### src/rtl/arrow_scroll_controller.sv
// rtl/arrow_scroll_controller.sv - chart-driven arrow scroller with per-player timing judgement
module arrow_scroll_controller #(
    parameter logic [18:0] BEAT_CYCLES = 19'd400000,
    parameter logic [8:0]  CHART_LEN   = 9'd256
) (
    input  logic        clock,
    input  logic        reset,
    input  logic        start,
    input  logic        frame_end,
    output logic [7:0]  chart_addr,
    output logic        chart_req,
    input  logic [2:0]  chart_data,
    input  logic        chart_valid,
    input  logic [2:0]  p1_buttons,
    input  logic [2:0]  p2_buttons,
    output logic [77:0] arrow_array,
    output logic [1:0]  p1_indicator,
    output logic [1:0]  p2_indicator,
    output logic        playing,
    output logic        done
);

    typedef enum logic [2:0] {
        S_IDLE,
        S_FETCH,
        S_WAIT_COMMIT,
        S_FLUSH,
        S_DONE
    } state_t;

    state_t       r_state;
    state_t       w_state_nx;

    logic [7:0]   r_addr;
    logic         r_req;
    logic [2:0]   r_next_code;
    logic [8:0]   r_loaded;
    logic [18:0]  r_beat_cnt;
    logic         r_beat_pending;
    logic [77:0]  r_array;
    logic [4:0]   r_flush_cnt;
    logic [1:0]   r_p1_ind;
    logic [1:0]   r_p2_ind;
    logic [2:0]   r_p1_prev;
    logic [2:0]   r_p2_prev;
    logic         r_p1_judged;
    logic         r_p2_judged;
    logic         r_playing;
    logic         r_done;

    logic         w_active;
    logic         w_wrap;
    logic         w_shift;
    logic         w_capture;
    logic         w_start;
    logic [8:0]   w_loaded_nx;
    logic         w_more_entries;
    logic         w_p1_edge;
    logic         w_p2_edge;
    logic [2:0]   w_slot25;
    logic [2:0]   w_slot24;

    function automatic logic [1:0] judge(input logic [2:0] s25, input logic [2:0] s24,
                                         input logic [2:0] btn);
        if (btn == s25)
            judge = 2'b11;
        else if (btn == s24)
            judge = 2'b10;
        else
            judge = 2'b01;
    endfunction

    assign w_active       = (r_state == S_FETCH) || (r_state == S_WAIT_COMMIT) || (r_state == S_FLUSH);
    assign w_wrap         = w_active && (r_beat_cnt == BEAT_CYCLES - 19'd1);
    // A shift needs a committed code (WAIT_COMMIT) or is a blank flush shift.
    assign w_shift        = frame_end && (r_beat_pending || w_wrap) &&
                            ((r_state == S_WAIT_COMMIT) || (r_state == S_FLUSH));
    assign w_capture      = (r_state == S_FETCH) && r_req && chart_valid;
    assign w_start        = start && ((r_state == S_IDLE) || (r_state == S_DONE));
    assign w_loaded_nx    = r_loaded + 9'd1;
    assign w_more_entries = w_loaded_nx < CHART_LEN;
    assign w_p1_edge      = (p1_buttons != 3'b000) && (r_p1_prev == 3'b000);
    assign w_p2_edge      = (p2_buttons != 3'b000) && (r_p2_prev == 3'b000);
    assign w_slot25       = r_array[77:75];
    assign w_slot24       = r_array[74:72];

    always_comb begin
        w_state_nx = r_state;
        case (r_state)
            S_IDLE, S_DONE: begin
                if (start)
                    w_state_nx = S_FETCH;
            end
            S_FETCH: begin
                if (w_capture)
                    w_state_nx = S_WAIT_COMMIT;
            end
            S_WAIT_COMMIT: begin
                if (w_shift)
                    w_state_nx = w_more_entries ? S_FETCH : S_FLUSH;
            end
            S_FLUSH: begin
                if (w_shift && (r_flush_cnt == 5'd25))
                    w_state_nx = S_DONE;
            end
            default: w_state_nx = S_IDLE;
        endcase
    end

    always_ff @(posedge clock) begin
        if (reset)
            r_state <= S_IDLE;
        else
            r_state <= w_state_nx;
    end

    always_ff @(posedge clock) begin
        if (reset) begin
            r_addr         <= 8'd0;
            r_req          <= 1'b0;
            r_next_code    <= 3'b000;
            r_loaded       <= 9'd0;
            r_beat_cnt     <= 19'd0;
            r_beat_pending <= 1'b0;
            r_array        <= 78'd0;
            r_flush_cnt    <= 5'd0;
            r_p1_ind       <= 2'b00;
            r_p2_ind       <= 2'b00;
            r_p1_prev      <= 3'b000;
            r_p2_prev      <= 3'b000;
            r_p1_judged    <= 1'b0;
            r_p2_judged    <= 1'b0;
            r_playing      <= 1'b0;
            r_done         <= 1'b0;
        end else begin
            r_playing <= (w_state_nx == S_FETCH) || (w_state_nx == S_WAIT_COMMIT) ||
                         (w_state_nx == S_FLUSH);
            r_done    <= (w_state_nx == S_DONE);
            r_p1_prev <= p1_buttons;
            r_p2_prev <= p2_buttons;

            if (w_start) begin
                r_addr         <= 8'd0;
                r_req          <= 1'b1;
                r_next_code    <= 3'b000;
                r_loaded       <= 9'd0;
                r_beat_cnt     <= 19'd0;
                r_beat_pending <= 1'b0;
                r_array        <= 78'd0;
                r_flush_cnt    <= 5'd0;
                r_p1_ind       <= 2'b00;
                r_p2_ind       <= 2'b00;
                r_p1_judged    <= 1'b0;
                r_p2_judged    <= 1'b0;
            end else begin
                if (w_active)
                    r_beat_cnt <= w_wrap ? 19'd0 : r_beat_cnt + 19'd1;

                if (w_capture) begin
                    r_next_code <= chart_data;
                    r_req       <= 1'b0;
                end

                // Judge against the pre-shift array; a shift then opens a new beat.
                if (w_active && w_p1_edge && !r_p1_judged) begin
                    r_p1_ind    <= judge(w_slot25, w_slot24, p1_buttons);
                    r_p1_judged <= 1'b1;
                end
                if (w_active && w_p2_edge && !r_p2_judged) begin
                    r_p2_ind    <= judge(w_slot25, w_slot24, p2_buttons);
                    r_p2_judged <= 1'b1;
                end

                if (w_shift) begin
                    r_array        <= {r_array[74:0], (r_state == S_FLUSH) ? 3'b000 : r_next_code};
                    r_beat_pending <= 1'b0;
                    r_p1_judged    <= 1'b0;
                    r_p2_judged    <= 1'b0;
                    if (r_state == S_WAIT_COMMIT) begin
                        r_loaded <= w_loaded_nx;
                        if (w_more_entries) begin
                            r_addr <= r_addr + 8'd1;
                            r_req  <= 1'b1;
                        end else begin
                            r_flush_cnt <= 5'd0;
                        end
                    end else begin
                        r_flush_cnt <= r_flush_cnt + 5'd1;
                    end
                end else if (w_wrap) begin
                    r_beat_pending <= 1'b1;
                end
            end
        end
    end

    assign chart_addr   = r_addr;
    assign chart_req    = r_req;
    assign arrow_array  = r_array;
    assign p1_indicator = r_p1_ind;
    assign p2_indicator = r_p2_ind;
    assign playing      = r_playing;
    assign done         = r_done;

endmodule

### config.mk
export PLATFORM = sky130hd
export DESIGN_NAME = arrow_scroll_controller
export DESIGN_NICKNAME = d
export VERILOG_FILES = /design/src/rtl/arrow_scroll_controller.sv
export SDC_FILE = /design/constraint.sdc
export NUM_CORES = 1
export LEC_CHECK = 0
export CORE_ASPECT_RATIO = 0.9
export CORE_MARGIN = 4
export CORE_UTILIZATION = 47
export DETAILED_ROUTE_END_ITERATION = 7
export MAX_ROUTING_LAYER = met4
export PLACE_DENSITY = 0.76
export SLEW_MARGIN = 30
export SYNTH_ARGS = -nofsm -noshare
export SYNTH_HDL_FRONTEND = slang
export SYNTH_SLANG_ARGS = --single-unit
### constraint.sdc
create_clock -name clock -period 2.2 [get_ports clock]
set_input_delay 0.22 -clock clock [delete_from_list [all_inputs] [get_ports clock]]
set_output_delay 0.22 -clock clock [all_outputs]
set_load 0.005 [all_outputs]
==> reports/qor.txt <==
Seq/Total Area, Yosys: 0.4913
Area share of the largest cell type after synthesis: 0.4913
Count of cell types in the netlist: 50
Synth Instances: 700
Req. time, crit path: 2.54 ns
Mapped Area: 5746 um^2
Tcrit/Tclk final: 0.9793
H-tree levels: 4
Die width: 124.5 um
Synthesized flop and latch total: 141
# nets final: 833
First-pass GRT wire length: 24500 um
CP endpoint kind: flip-flop
Status: complete, no violations
Routed length per instance: 15.25 um
Vias in the first global route: 5083
Worst IR drop on VDD: 0.5200 mV
Drt drc: 0
Cell Rows: 38
Max clock buf depth: 2
Least-Margin Pin Slew: 0.4923 ns
Yosys warns: 0
Most frequent cells after synthesis: nand2_1 (181), dfxtp_1 (141), a21oi_1 (94)
Leak: 0.002596 uW
Hold buffer count at CTS: 0
Worst-Skew Late Latency: 0.42 ns
Initial Utilization: 0.4776
Largest net degree at the start of global routing: 78
Placed instance area: 7126 um^2
Gr usage total: 0.2155
Max-slew violation count: 0
Wirelength, routed: 15050 um
Final Critical Period: 2.155 ns
Synth Flop Type: dfxtp_1
IO Port Bufs: 106
Finish-stage setup viols: 0
Core area: 12030 um^2
Clk root buf: clkbuf_16
Worst setup margin: 0.04544 ns
Synth top area cells: dfxtp_1 (49%), nand2_1 (12%), a21oi_1 (8.2%), xnor2_1 (3.5%), nor2_1 (2.6%)
Area grow syn2layout: 35.04%
Clk sinks: 141
HP Class: primary input to flip-flop
Maximum clock frequency: 464.1 MHz
Count leader, synth: nand2_1
TritonCTS Buffers: 17
Ports: 107
Placement Setup Slack: 0.06283 ns
DRT antenna net count: 0
Reg clk slew, reported paths: 0.06 ns
DR pass1 iterations: 5
Pwr Density: 708.8 nW/um^2
DP HPWL: 9991 um
Fraction of registers with async set/reset: 0
Crit path kind: flip-flop to flip-flop
Critical Path Fanout Max: 15
Die footprint: 14060 um^2
Slew margin rel.: 0.6711
Iter 0 DRT Violations: 358
Die H: 112.9 um
Initial antenna violation count: 0
CTS tree: yes
Via count: 5314
Syn Area/Cell: 8.208 um^2
Post-route cell area: 7759 um^2
Fin. Hold Viols: 0
Mapped Nets: 719
Cell taking the most area after synthesis: dfxtp_1
Arrival @ worst endpoint: 2.50 ns
GP Congestion: 0.8624
Total congestion overflow: 0
Dpl cells: 952
N_diodes: 0
Max-Cap Viols: 0
Number of flops mapped to enable cells by yosys: 0
RSZ-0062 raised after global routing: true
Share of cells above drive strength 1: 0.08827
Worst setup SP type: flip-flop
Post-route insts no fill: 987
Worst Clk Skew: 0.007659 ns
Vias per inst: 5.384
[where the power goes]
part           switching [uW]  total (uW)  internal (uW)
Combinational             133         227           94.2
Sequential               7.81        2580           2570
Clock                    1050        2690           1640
Total                    1190        5500           4310
[sequential cells by signal, indices dropped and copies added, names as in the netlist, 2 cells and up]
name / flops
chart_addr: 8
r_p2_prev: 3
p2_indicator: 2
r_loaded: 9
r_beat_cnt: 19
r_p1_prev: 3
p1_indicator: 2
r_next_code: 3
arrow_array: 78
r_state: 3
r_flush_cnt: 5
[path summary, 6_finish.rpt]
kind	startpoint	end	slack, ns	cells after the start
setup / recovery	r_beat_cnt[13]	r_loaded[7]	0.05	6
hold / removal	chart_data[1]	r_next_code[1]	0.46	3
setup reg to reg	r_beat_cnt[13]	r_loaded[7]	0.05	6
hold reg to reg	arrow_array[31]	arrow_array[34]	0.47	2
[stage by stage]
step                        util  hold slack [ns]  power (uW)  TNS (ns)
after CTS                 0.6393           0.4608        5537         0
final                     0.6450           0.4633        5499         0
after detailed placement  0.5924           0.4607        2858         0
after global placement    0.5924           0.4527        2852         0
after floorplan                -           0.3482        2751         0
after global routing      0.6450           0.4567        5700  -0.05257
[cell usage in the layout, fill, tap and decap left out, types with 6 or more instances in the layout]
| master | count |
|---|---|
| a21oi_1 | 94 |
| and3_1 | 7 |
| buf_12 | 6 |
| buf_4 | 23 |
| clkbuf_16 | 19 |
| clkdlybuf4s50_1 | 106 |
| dfxtp_1 | 141 |
| inv_1 | 8 |
| mux2i_1 | 8 |
| nand2_1 | 180 |
| nand2b_1 | 6 |
| nand3_1 | 22 |
| nand4_1 | 7 |
| nor2_1 | 40 |
| nor2b_1 | 9 |
| nor3_1 | 15 |
| nor4_1 | 6 |
| o21ai_0 | 12 |
| or4_1 | 7 |
| xnor2_1 | 23 |
| xor2_1 | 6 |
[layer usage]
| metal | share of wire | vias up | GRT usage |
|---|---|---|---|
| li1 | - | 2631 | - |
| met1 | 0.42 | 2505 | 0.2533 |
| met2 | 0.49 | 148 | 0.3487 |
| met3 | 0.062 | 30 | 0.07126 |
| met4 | 0.020 | 0 | 0.07597 |
| met5 | 0 | - | - |
[cell type report]
type                            count  area, um^2
Clock buffer                       23       478.0
Clock inverter                      9       86.33
Fill cell                         970        4270
Inverter                            8       30.03
Multi-Input combinational cell    509        2738
Sequential cell                   141        2823
Tap cell                          160       200.2
Timing Repair Buffer              137        1404
[logic make-up after synthesis]
group | count (synthesis) | synth area share
mux | 8 | 0.01394
xor+xnor | 29 | 0.04421
flops | 141 | 0.4913
compound gates | 142 | 0.1431
fa+ha+maj | 5 | 0.01089
buf+inv | 50 | 0.03702
simple gates | 325 | 0.2596
[worst max-delay path, cell delays in order, from the launching register on]
cell	delay [ns]
dfxtp_1	0.32
or4_4	0.56
nor3_4	0.24
buf_4	0.17
a21oi_4	0.11
or4_1	0.52
a21oi_1	0.16
[what timing repair did]
| item | CTS | global route |
|---|---|---|
| buffers inserted | 0 | 1 |
| endpoints found under the setup margin | 0 | 66 |
| hold endpoints to repair | 0 | 0 |
| resized for setup | 0 | 4 |
No activity file was read; power rests on OpenSTA's default activity.
